==> config.mk <==
export PLATFORM = sky130hd
export DESIGN_NAME = ps2_keyboard_rx
export DESIGN_NICKNAME = d
export VERILOG_FILES = /design/src/rtl/ps2_keyboard_rx.sv
export SDC_FILE = /design/constraint.sdc
export NUM_CORES = 1
export LEC_CHECK = 0
export ABC_AREA = 1
export BUFFER_PORTS_ARGS = -buffer_cell sky130_fd_sc_hd__buf_2
export CAP_MARGIN = 10
export CORE_MARGIN = 8
export CORE_UTILIZATION = 50
export DETAILED_ROUTE_END_ITERATION = 12
export GPL_TIMING_DRIVEN = 0
export PLACE_DENSITY = 0.75
export SYNTH_ARGS = -nofsm -noshare
export SYNTH_HDL_FRONTEND = slang
export SYNTH_SLANG_ARGS = --single-unit
==> constraint.sdc <==
create_clock -name clk -period 2.2 [get_ports clk]
set_clock_uncertainty 0.15 [all_clocks]
set_input_delay 0.44 -clock clk [delete_from_list [all_inputs] [get_ports clk]]
set_output_delay 0.44 -clock clk [all_outputs]
set_load 0.005 [all_outputs]
==> src/rtl/ps2_keyboard_rx.sv <==
// PS/2 device-to-host receiver: pin conditioning, 11-bit frame deserialiser,
// one-cycle result pulses for the downstream scan-code translator.
module ps2_keyboard_rx #(
    parameter int FILTER_LEN     = 8,
    parameter int TIMEOUT_CYCLES = 10000
) (
    input  logic       clk,
    input  logic       reset,
    input  logic       ps2_clk,
    input  logic       ps2_data,
    output logic [7:0] scan_code,
    output logic       scan_ready,
    output logic       parity_err,
    output logic       frame_err,
    output logic       timeout_err,
    output logic       busy
);

    localparam int FW = (FILTER_LEN > 2) ? $clog2(FILTER_LEN) : 1;
    localparam int WW = $clog2(TIMEOUT_CYCLES + 1);

    typedef enum logic [1:0] {IDLE, DATA, PARITY, STOP} state_t;

    state_t          state, state_n;
    logic            clk_s1, clk_s2, dat_s1, dat_s2;
    logic            filt, filt_prev, fall_q, data_q;
    logic [FW-1:0]   fcnt;
    logic [7:0]      shift_reg, shift_n;
    logic [2:0]      bitcnt, bitcnt_n;
    logic            par_bit, par_n;
    logic [WW-1:0]   wdog, wdog_n;
    logic [7:0]      code_n;
    logic            ready_n, perr_n, ferr_n, terr_n, timeout;

    // Conditioning: sync both pins, debounce the clock, register the edge.
    always_ff @(posedge clk) begin
        if (reset) begin
            clk_s1    <= 1'b1;
            clk_s2    <= 1'b1;
            dat_s1    <= 1'b1;
            dat_s2    <= 1'b1;
            filt      <= 1'b1;
            filt_prev <= 1'b1;
            fcnt      <= '0;
            fall_q    <= 1'b0;
            data_q    <= 1'b1;
        end else begin
            clk_s1    <= ps2_clk;
            clk_s2    <= clk_s1;
            dat_s1    <= ps2_data;
            dat_s2    <= dat_s1;
            filt_prev <= filt;
            fall_q    <= filt_prev & ~filt;
            data_q    <= dat_s2;
            if (clk_s2 == filt) begin
                fcnt <= '0;
            end else if (fcnt == FW'(FILTER_LEN - 1)) begin
                filt <= ~filt;
                fcnt <= '0;
            end else begin
                fcnt <= fcnt + 1'b1;
            end
        end
    end

    assign timeout = (state != IDLE) && (wdog == WW'(TIMEOUT_CYCLES - 1));

    always_comb begin
        state_n  = state;
        shift_n  = shift_reg;
        bitcnt_n = bitcnt;
        par_n    = par_bit;
        code_n   = scan_code;
        ready_n  = 1'b0;
        perr_n   = 1'b0;
        ferr_n   = 1'b0;
        terr_n   = 1'b0;
        wdog_n   = (state == IDLE || fall_q) ? '0 : wdog + 1'b1;
        // Watchdog beats a coincident edge.
        if (timeout) begin
            terr_n  = 1'b1;
            state_n = IDLE;
            wdog_n  = '0;
        end else if (fall_q) begin
            case (state)
                IDLE: begin
                    if (!data_q) begin
                        state_n  = DATA;
                        bitcnt_n = 3'd0;
                    end
                end
                DATA: begin
                    shift_n  = {data_q, shift_reg[7:1]};
                    bitcnt_n = bitcnt + 3'd1;
                    if (bitcnt == 3'd7) state_n = PARITY;
                end
                PARITY: begin
                    par_n   = data_q;
                    state_n = STOP;
                end
                STOP: begin
                    if (!data_q) begin
                        ferr_n = 1'b1;
                    end else if (^{shift_reg, par_bit} == 1'b0) begin
                        perr_n = 1'b1;
                    end else begin
                        code_n  = shift_reg;
                        ready_n = 1'b1;
                    end
                    state_n = IDLE;
                end
                default: state_n = IDLE;
            endcase
        end
    end

    always_ff @(posedge clk) begin
        if (reset) begin
            state       <= IDLE;
            shift_reg   <= 8'h00;
            bitcnt      <= 3'd0;
            par_bit     <= 1'b0;
            wdog        <= '0;
            scan_code   <= 8'h00;
            scan_ready  <= 1'b0;
            parity_err  <= 1'b0;
            frame_err   <= 1'b0;
            timeout_err <= 1'b0;
        end else begin
            state       <= state_n;
            shift_reg   <= shift_n;
            bitcnt      <= bitcnt_n;
            par_bit     <= par_n;
            wdog        <= wdog_n;
            scan_code   <= code_n;
            scan_ready  <= ready_n;
            parity_err  <= perr_n;
            frame_err   <= ferr_n;
            timeout_err <= terr_n;
        end
    end

    assign busy = (state != IDLE);

endmodule

## Word level (Yosys, flattened, before mapping)

Cells that the tools add are included.

| word-level totals | value |
|---|---|
| output and inout port bits | 13 |
| register bits | 51 |
| input port bits | 4 |
| word-level logic and storage cells | 64 |

| cells by class | value |
|---|---|
| bitwise logic cells | 7 |
| equal/unequal tests | 9 |
| muxes and demuxes | 9 |
| add/subtract/negate cells | 3 |
| reduce and logical (&&, ||, !) cells | 17 |

Operators with widths:

| kind | number |
|---|---|
| adder 14 x 1 -> 14 bit (second input constant) | 1 |
| equality test 14 bit (second input constant) | 1 |
| AND reduction 3 bit | 3 |
| parity 9 bit | 1 |
| one-hot mux 2 bit (4 select lines) | 1 |
| adder 3 x 1 -> 3 bit (second input constant) | 2 |
| equality test 3 bit (second input constant) | 2 |
| NOT 1 bit | 6 |
| one-hot mux 3 bit (2 select lines) | 1 |
| OR reduction 3 bit | 2 |
| AND reduction 5 bit | 1 |
| OR reduction 5 bit | 1 |
| equality test 2 bit (second input constant) | 2 |
| two-way mux 1 bit | 4 |
| two-way mux 2 bit | 2 |
| inequality test 2 bit (second input constant) | 2 |
| AND reduction 4 bit | 1 |
| nonzero test 2 bit | 2 |
| OR reduction 4 bit | 1 |
| two-way mux 3 bit | 1 |
| equality test 2 x 1 -> 1 bit (second input constant) | 1 |
| logical NOT 2 bit | 1 |
| AND reduction 2 bit | 1 |
| OR reduction 2 bit | 1 |
| 4 further kinds | 4 |

## Longest topological paths before layout

Gate-level depths: netlist of the first run.

| depth | value |
|---|---|
| depth in word-level cells | 4 |
| gate-level depth with buffers | 12 |
| gate-level depth less buffers | 12 |

## Least setup slack after synthesis of the first run

OpenSTA, ideal clock, no wires.

| timing | value |
|---|---|
| path kind | reg-to-reg |
| from | reg state[0] |
| to | reg shift_reg[6] |
| path buffers | 1 |
| arrival time | 1.510 ns |
| path slack | 0.423 ns |
| required time | 1.933 ns |
| cell stages (with the launch flop) | 12 |
| period minus slack after synthesis | 1.777 ns |
| setup time | 0.117 ns |
| path through | dfxtp_1 inv_1 ha_1 inv_2 nand2_1 nor2_1 nand3_4 nand2_8 nor2_8 buf_6 o21ai_2 a21oi_2 |

| on the way | value |
|---|---|
| cells in the longest elaborated chain, start to end | 4 |
| elaborated cells on any way between the ends | 5 |
| classes of those cells | eq/ne (1); bitwise (1); reduce/logical (3) |

Ends and longest elaborated chain:

| element | RTL line | text |
|---|---|---|
| start: declaration | 24 | `state_t state, state_n;` |
| start signal: assignment | 130 | `state <= state_n;` |
| nonzero test 2 bit | n/a |  |
| net busy | 16 | `output logic busy` |
| logical AND 1 bit | 66 | `assign timeout = (state != IDLE) && (wdog == WW'(TIMEOUT_CYCLES - 1));` |
| NOT 1 bit (no source line) | n/a |  |
| AND reduction 3 bit (no source line) | n/a |  |
| end signal: assignment | 131 | `shift_reg <= shift_n;` |
| end: declaration | 28 | `logic [7:0] shift_reg, shift_n;` |

The timed path passes the listed nets, and every way through them passes these cells.
A chain may end at the register's enable or synchronous reset.

## Final worst setup path of the first run

| timing | value |
|---|---|
| from | reg state[0] |
| to | reg wdog[9] |

| on the way | value |
|---|---|
| cells in the longest elaborated chain, start to end | 3 |
| elaborated cells on any way between the ends | 5 |
| classes of those cells | reduce/logical (5) |

Ends and longest elaborated chain:

| element | RTL line | text |
|---|---|---|
| nonzero test 2 bit / logical NOT 2 bit (equally long branches) | 66, 78 |  |
| logical AND 1 bit / logical OR 1 bit (equally long branches) | 66, 78 |  |
| OR reduction 3 bit (no source line) (*) | n/a |  |
| end signal: assignment | 134 | `wdog <= wdog_n;` |
| end: declaration | 31 | `logic [WW-1:0] wdog, wdog_n;` |

Every way passes the cells marked *; elsewhere a longest branch is shown, timed or not.

==> metrics.cfg, run 1 <==
[cts]
clock-root-buffer=clkbuf_8
ctsHtreeMaxLevel=2
cts_setup_buffers=0
clock_path_buffers=2
cts_resized=0
holdBufCountCts=0
cts_buffers=5
clk-insertion-delay-late_ps=300
cts_sinks=51
cts_tree=yes
clk_pin_slew_ps=80

[synthesis]
synth_area_sq_um=2410
ys_seq_elements=51
ys_async_sr_fraction_pct=0
synth_area_per_cell_sq_um=7.52
yosysSeqAreaShare_pct=42.3
synth_top_flop_cell=dfxtp_1
synth-edff-count=0
ys_warn_count=0
synth_nets=335
synth_cell_types=30
syn_inst=321

[critical_path]
end_kind=flop
slowest_delay_ps=400
reg2reg_depth=11
crit_path_cell_trace=inv_1 -> ha_1 -> inv_2 -> nand2_1 -> nor2_1 -> nand3_4 -> nand2_2 -> nor2_1 -> nand2_2 -> buf_6 -> a21oi_1
required_ps=2240
criticalPathCategory=flop to flop
path_max_fanout=10
cpLargestDelayFamily=simple AND/OR/NAND/NOR gates
critPathBufInv=3
crit_cells=11
cp.arrival_ps=2010
critical_path.startpoint_type=flop
critPathSlowestCell=dfxtp_1

[route]
route.vias.total=1904
drtPass1Iterations=4
wl_met3_um=106
wl_um=4260
drtIter0Drc=73
wl_per_cell_um=10.7
wl_met2_um=2000
wl_met1_um=2100
antenna_left=0
drc=0
top_layer=met4
vias_per_cell=4.78

[pwr]
p_leak_nw=1.18
switching_share_pct=20.5
vdd_drop_max_mv=0.429
p_switching_uw=304
clkPwrFrac_pct=35.8
power_mw=1.49
seqPwrFrac_pct=62.4
p_comb_share_pct=1.8
pwr_density_cell_nw_per_um2=562
p_int_mw=1.18

[cells_and_area]
n_antenna_cell=0
nets=358
areaGrowthSynthToFinish_pct=9.75
drive_gt1_share_pct=18.0
largest_register_ffs=14
post_layout_nonfiller_instances=398

[global_route]
grt_pass1_vias=1740
grt_pass1_wl_um=7490
grt_overflow=0
grt_start_max_net_pins=15
track_usage_pct=12.6
antenna_found_initial=0

[hold_path]
min_delay_path_depth=2
worst_hold_path_type=input port to flop

[floorplanning]
pin_count=17
core-area_sq_um=4690
rows=25
dieArea_sq_um=7310
die_x_um=85.5
initial_core_util_pct=51.4
dieHeight_um=85.5

[sta]
worst_slew_pin_slew_ps=468
hold_viol=0
finalSetupTns_ps=0
final_max_slew_viol_count=0
setup_violations=0
timing.final.crit_share_pct=89.6
slew_headroom_pct=68.8
rsz0062_at_grt=false
layout_min_cycle_time_ps=1970
fmax_mhz=507

[place]
gp_congestion=0.833
dp.cells=391
post-dp-hpwl_um=3110
port-buffer-count=16

[status]
outcome=finished, final reports clean

[flow_run]
max_cap_viol_count=0

cell families after synthesis:
logic type / share of synthesized area [%]
AND/OR/NAND/NOR: 34.2
buffers and inverters: 8.86
flip-flops: 42.3
AO/OA/AOI/OAI: 7.67
adder cells (fa/ha/maj): 5.18
XOR/XNOR: 1.81
power by group through the flow:
stage / logic (mW) / registers [mW] / clock network [mW]
floorplan: 0.0181 / 0.950 / 0
global placement: 0.0260 / 0.950 / 0
detailed placement: 0.0262 / 0.950 / 0
CTS: 0.0267 / 0.929 / 0.562
global route: 0.0306 / 0.929 / 0.586
finish: 0.0263 / 0.928 / 0.533
per-layer routing:
metal / track usage (%) / up-vias
met2: 21.7 / 20
met5: 0 / -
li1: - / 1037
met4: 5.25 / 0
met1: 14.4 / 842
met3: 2.99 / 5
cell type report:
class | instances | area (sq um)
plain buffers | 5 | 33.8
clock buffers | 6 | 82.6
clock inverters | 1 | 5.00
fillers | 438 | 2040
inverters | 48 | 180
multi-input cells | 217 | 1180
flip-flops and latches | 51 | 1020
well taps | 54 | 67.6
repair buffers | 16 | 80.1
path summary, 6_finish.rpt:
kind	start	end	slack, ps
worst max-delay path	state[0]	wdog[9]	230
worst min-delay path	ps2_clk	clk_s1	160
worst max register to register	state[0]	wdog[9]	230
worst min register to register	clk_s1	clk_s2	260
cell usage after synthesis (3+ instances only):
| library cell | number | share of area (%) |
|---|---|---|
| or2_2 | 7 | 1.8 |
| o21ai_0 | 11 | 2.3 |
| a21oi_1 | 21 | 4.4 |
| clkbuf_1 | 3 | 0.47 |
| nor2_1 | 26 | 4.0 |
| inv_2 | 7 | 1.1 |
| inv_1 | 41 | 6.4 |
| xor2_1 | 3 | 1.1 |
| nor2_2 | 5 | 1.3 |
| nand2_1 | 84 | 13 |
| ha_1 | 10 | 5.2 |
| nand2_2 | 8 | 2.1 |
| dfxtp_1 | 51 | 42 |
| nand3_1 | 20 | 4.1 |
placed cells by master (no fill, tap or decap), types with 5 or more instances in the layout:
cell type and instances:
nand3_1 20, nand2_2 8, or2_2 7, ha_1 10, nor2_2 5, inv_1 41, buf_2 16, dfxtp_1 51
clkbuf_8 6, inv_2 7, nor2_1 26, a21oi_1 21, nand2_1 84, o21ai_0 11
stage by stage:
step | worst slack (ps) | cell area [sq um] | hold slack, ps | utilization, %
after floorplan | 423 | 2410 | 239 | -
after global placement | 274 | 2560 | 242 | 54.6
after detailed placement | 228 | 2560 | 244 | 54.6
after CTS | 215 | 2650 | 154 | 56.5
after global routing | 95.4 | 2650 | 164 | 56.5
final | 228 | 2650 | 164 | 56.5
worst reg2reg max path: stages (launching register included):
cell and delay [ps]:
dfxtp_1 400, inv_1 100, ha_1 230, inv_2 100, nand2_1 60, nor2_1 180
nand3_4 140, nand2_2 110, nor2_1 60, nand2_2 140, buf_6 160, a21oi_1 50
Power figures use the tool's default switching activity.
==> inputs of run 2 (changes only) <==
--- a/config.mk
+++ b/config.mk
@@ -13,6 +13,7 @@
 export DETAILED_ROUTE_END_ITERATION = 12
 export GPL_TIMING_DRIVEN = 0
 export PLACE_DENSITY = 0.75
+export RECOVER_POWER = 50
 export SYNTH_ARGS = -nofsm -noshare
 export SYNTH_HDL_FRONTEND = slang
 export SYNTH_SLANG_ARGS = --single-unit
==> run 2 against run 1 <==
  * Setup slack worse by 40 ps
  * Critical path depth unchanged
  * First-iteration DRC count fell by 11%
  * Final cell count is the same
  * Non-clock buffer count unchanged
  * Maximum frequency down 2.0%
  * Utilization decreased by 0.27 points
  * Die area is the same
  * Design area fell by 0.47%
  * Sequential power about the same
  * Global-route usage did not move
  * Sequential cell count did not move
  * Largest power group unchanged
==> metrics.cfg, run 2 (same netlist as run 1, synthesis figures left out) <==
[sta]
rsz0062_at_grt=false
layout_min_cycle_time_ps=2010
finalSetupTns_ps=0
setup_violations=0
worst_slew_pin_slew_ps=465
hold_ws_ps=164
final_max_slew_viol_count=0
slew_headroom_pct=69.0
hold_viol=0
finalWorstSetupSlack_ps=189
fmax_mhz=497
timing.final.crit_share_pct=91.4

[route]
vias_per_cell=4.80
drc=0
route.vias.total=1912
wl_per_cell_um=10.7
drtIter0Drc=65
wl_um=4270
drtPass1Iterations=4
antenna_left=0

[cts]
cts_resized=0
cts_setup_buffers=0
cts_buffers=5
cts_sinks=51
holdBufCountCts=0
clk-insertion-delay-late_ps=300
clock-root-buffer=clkbuf_8
cts_tree=yes
ctsHtreeMaxLevel=2
clk_pin_slew_ps=80
clock_path_buffers=2

[place]
pre_cts_slack_ps=228
port-buffer-count=16
placedInstanceArea_sq_um=2560
gp_congestion=0.833
post-dp-hpwl_um=3110
dp.cells=391

[cells_and_area]
layout_commonest_cell=nand2_1
drive_gt1_share_pct=15.1
nets=358
post_layout_nonfiller_instances=398
areaGrowthSynthToFinish_pct=9.23
largest_register_ffs=14
final_cell_mix=nand2_1 (85), dfxtp_1 (51), inv_1 (42), nor2_1 (26), a21oi_1 (21)
n_antenna_cell=0
n_fill_cell=442
utilization_pct=56.2
post-route-cell-area_sq_um=2640

[pwr]
switching_share_pct=20.5
seqPwrFrac_pct=62.4
clkPwrFrac_pct=35.8
power_mw=1.49
p_leak_nw=1.15
p_comb_share_pct=1.7
p_int_mw=1.18
vdd_drop_max_mv=0.429
pwr_density_cell_nw_per_um2=564
p_switching_uw=304

[floorplanning]
dieArea_sq_um=7310
rows=25
dieHeight_um=85.5
core-area_sq_um=4690
die_x_um=85.5
pin_count=17
initial_core_util_pct=51.4

[flow_run]
max_cap_viol_count=0

[critical_path]
critPathSlowestCell=dfxtp_1
critical_path.startpoint_type=flop
slowest_delay_ps=400
criticalPathCategory=flop to flop
path_max_fanout=10
required_ps=2240
end_kind=flop
crit_path_cell_trace=inv_1 -> ha_1 -> inv_2 -> nand2_1 -> nor2_1 -> nand3_4 -> nand2_1 -> nor2_1 -> nand2_2 -> buf_6 -> a21oi_1
cp.arrival_ps=2050

[hold_path]
worst_hold_path_type=input port to flop

[global_route]
grt_start_max_net_pins=15
grt_overflow=0
track_usage_pct=12.6
antenna_found_initial=0
grt_pass1_wl_um=7490
grt_pass1_vias=1740

[status]
outcome=finished, final reports clean

-- run 2: cell types whose count changed in the layout (fill, tap and decap cells not counted), sizes merged --
cell,before,now
buf,18,10
clkbuf,9,17
-- run 2: per-layer routing --
layer	GRT usage, %	vias up	part of all wire (%)
li1	-	1038	-
met1	14.4	843	50
met2	21.7	25	46
met3	2.99	6	2.8
met4	5.25	0	1.5
met5	0	-	0
-- run 2: worst paths after layout --
kind	depth (start not counted)	from	slack, ps	to
min reg2reg	1	clk_s1	260	clk_s2
min	2	ps2_clk	160	clk_s1
max	11	state[0]	190	wdog[9]
max reg2reg	11	state[0]	190	wdog[9]
-- run 2: power groups by stage --
stage | clock network [mW] | logic, mW | registers, mW
floorplan | 0 | 0.0181 | 0.950
global placement | 0 | 0.0260 | 0.950
detailed placement | 0 | 0.0262 | 0.950
CTS | 0.562 | 0.0267 | 0.929
global route | 0.586 | 0.0299 | 0.929
finish | 0.533 | 0.0257 | 0.928
-- run 2: worst max-delay path, delay by kind of cell, from the launching register on --
kind | cells | cell delay (ps)
compound gates | 1 | 50
fa+ha+maj | 1 | 230
buf+inv | 3 | 360
flops | 1 | 400
simple gates | 6 | 720
-- run 2: area by class of cell --
type,instances,area (sq um),area share (%)
Buffer,5,33.8,1.28
Clock buffer,6,82.6,3.13
Clock inverter,1,5.00,0.190
Inverter,48,180,6.83
Multi-Input combinational cell,217,1180,44.6
Sequential cell,51,1020,38.7
Tap cell,54,67.6,2.56
Timing Repair Buffer,16,70.1,2.66
==> inputs of run 3 (changes only) <==
--- a/config.mk
+++ b/config.mk
@@ -5,7 +5,6 @@
 export SDC_FILE = /design/constraint.sdc
 export NUM_CORES = 1
 export LEC_CHECK = 0
-export ABC_AREA = 1
 export BUFFER_PORTS_ARGS = -buffer_cell sky130_fd_sc_hd__buf_2
 export CAP_MARGIN = 10
 export CORE_MARGIN = 8
@@ -14,6 +13,7 @@
 export GPL_TIMING_DRIVEN = 0
 export PLACE_DENSITY = 0.75
 export RECOVER_POWER = 50
+export REMOVE_ABC_BUFFERS = 1
 export SYNTH_ARGS = -nofsm -noshare
 export SYNTH_HDL_FRONTEND = slang
 export SYNTH_SLANG_ARGS = --single-unit
==> run 3 against run 2 <==
  * Clock power increased by 4.9%
  * Final cell count is 29% lower
  * Largest cell class unchanged
  * Power increased by 1.5%
  * Global-route usage down 2.3 points
  * Synthesized cell count shrank 34%
  * Utilization up 2.4 points
  * Critical path depth is 6 lower
  * Critical path type unchanged
  * Via count shrank 26%
  * Highest routed layer unchanged
  * Synthesized area decreased by 12%
==> metrics.cfg, run 3 <==
[global_route]
grt_start_max_net_pins=44
track_usage_pct=10.3
grt_overflow=0
antenna_found_initial=0
grt_pass1_wl_um=5430
grt_pass1_vias=1263

[sta]
finalWorstSetupSlack_ps=125
hold_viol=0
timing.final.crit_share_pct=94.3
worst_slew_pin_slew_ps=612
layout_min_cycle_time_ps=2080
setup_violations=0
rsz0062_at_grt=false
slew_headroom_pct=59.2
fmax_mhz=482
final_max_slew_viol_count=0

[cells_and_area]
n_antenna_cell=0
post-route-cell-area_sq_um=2380
largest_register_ffs=14
areaGrowthSynthToFinish_pct=11.4
post_layout_nonfiller_instances=281
nets=244
drive_gt1_share_pct=10.4
layout_commonest_cell=dfxtp_1
final_cell_mix=dfxtp_1 (51), nor2_1 (26), nand2b_1 (18), mux2i_1 (16)
n_fill_cell=338

[critical_path]
worstReg2RegStart=shift_reg[4]
criticalPathCategory=flop to flop
end_kind=flop
reg2reg_depth=5
r2r_end=scan_code[1]
critical_path.startpoint_type=flop
path_max_fanout=8
rrSetupSlack_ps=120
cp.arrival_ps=2170
required_ps=2290

[synthesis]
ys_warn_count=0
yosysTopAreaCell=dfxtp_1
synth_cell_types=35
ys_async_sr_fraction_pct=0
syn_inst=213
synth_top_area_share_pct=47.8
yosysMostFrequentCell=dfxtp_1
synth_area_per_cell_sq_um=10.0
ys_seq_elements=51
yosysSeqAreaShare_pct=47.8
synth_area_sq_um=2140
synth-edff-count=0
synth_top_flop_cell=dfxtp_1
synth_area_leaders=dfxtp_1 (48%), mux2i_1 (7.5%), ha_1 (5.9%)
synth_commonest_cells=dfxtp_1 (51), nor2_1 (26), nand2b_1 (18), mux2i_1 (16)

[route]
wl_per_cell_um=11.8
drtIter0Drc=91
drc=0
antenna_left=0
route.vias.total=1408
wl_um=3320
drtPass1Iterations=4
vias_per_cell=5.01

[floorplanning]
die_x_um=81.4
rows=23
core-area_sq_um=4060
initial_core_util_pct=52.6
dieArea_sq_um=6620
dieHeight_um=81.4
pin_count=17

[pwr]
clkPwrFrac_pct=37.1
p_leak_nw=0.881
p_comb_share_pct=1.4
p_int_mw=1.17
seqPwrFrac_pct=61.6
pwr_density_cell_nw_per_um2=634
p_switching_uw=337
switching_share_pct=22.3
vdd_drop_max_mv=0.272

[place]
dp.cells=271
placedInstanceArea_sq_um=2240
port-buffer-count=16
gp_congestion=0.718
post-dp-hpwl_um=2180
pre_cts_slack_ps=-217

[cts]
ctsHtreeMaxLevel=2
cts_tree=yes
holdBufCountCts=0
clock-root-buffer=clkbuf_8
clk-insertion-delay-late_ps=310
cts_buffers=5
clock_path_buffers=2
cts_sinks=51
clk_pin_slew_ps=100

[hold_path]
min-delay-start=ps2_data
min_to=dat_s1
min_delay_path_depth=2
worst_hold_path_type=input port to flop

[flow_run]
max_cap_viol_count=0

[status]
outcome=finished, final reports clean

[run 3: kinds of logic after synthesis]
kind of cell / share of synthesized area, %
AO/OA/AOI/OAI: 4.22
XOR/XNOR: 8.44
adder cells (fa/ha/maj): 5.86
buffers and inverters: 3.11
flip-flops: 47.8
multiplexers: 7.50
AND/OR/NAND/NOR: 23.1
[run 3: layout make-up]
| cell class | instances | area [sq um] | share of cell area (%) |
|---|---|---|---|
| repair buffers | 17 | 78.8 | 3.31 |
| clock buffers | 5 | 68.8 | 2.89 |
| inverters | 7 | 26.3 | 1.10 |
| clock inverters | 3 | 27.5 | 1.16 |
| flip-flops and latches | 51 | 1020 | 42.9 |
| well taps | 50 | 62.6 | 2.63 |
| multi-input cells | 148 | 1090 | 46.0 |
[run 3: worst max path at each step]
stage | to | cells after the start | from
floorplan | bitcnt[1] | 7 | state[0]
global placement | bitcnt[1] | 7 | state[0]
detailed placement | bitcnt[2] | 7 | state[0]
CTS | bitcnt[2] | 7 | state[0]
global route | bitcnt[1] | 7 | state[0]
finish | scan_code[1] | 5 | shift_reg[4]
[run 3: routing by layer]
metal	GRT usage [%]	part of all wire, %
met1	13.1	53
met3	3.53	4.1
met2	15.0	41
met4	5.36	1.4
met5	0	0
[run 3: stage by stage]
step	utilization [%]	hold slack, ps	power, mW	setup TNS (ps)
finish	58.6	148	1.51	0
global route	58.6	150	1.57	0
CTS	57.8	138	1.53	0
detailed placement	55.2	238	0.971	-2580
global placement	55.2	236	0.971	-2260
floorplan	-	233	0.959	0
[run 3: worst max-delay path, cell delays in order, from the launching register on]
cell     delay, ps
dfxtp_1        420
xor2_1         160
xnor3_1        420
xnor2_1        180
and4b_4        470
mux2i_1        210
[run 3: what timing repair did]
action,4_1_cts,5_1_grt
gates resized for setup,4,5
pin swaps,0,2
setup endpoints to repair,30,33
setup buffers,0,1
hold endpoints to repair,0,0
gates cloned,0,1
[run 3: power by group through the flow]
stage / registers (mW) / clock network (mW) / logic, mW
floorplan: 0.950 / 0 / 0.00878
global placement: 0.950 / 0 / 0.0207
detailed placement: 0.950 / 0 / 0.0206
CTS: 0.929 / 0.582 / 0.0207
global route: 0.930 / 0.615 / 0.0231
finish: 0.929 / 0.559 / 0.0207
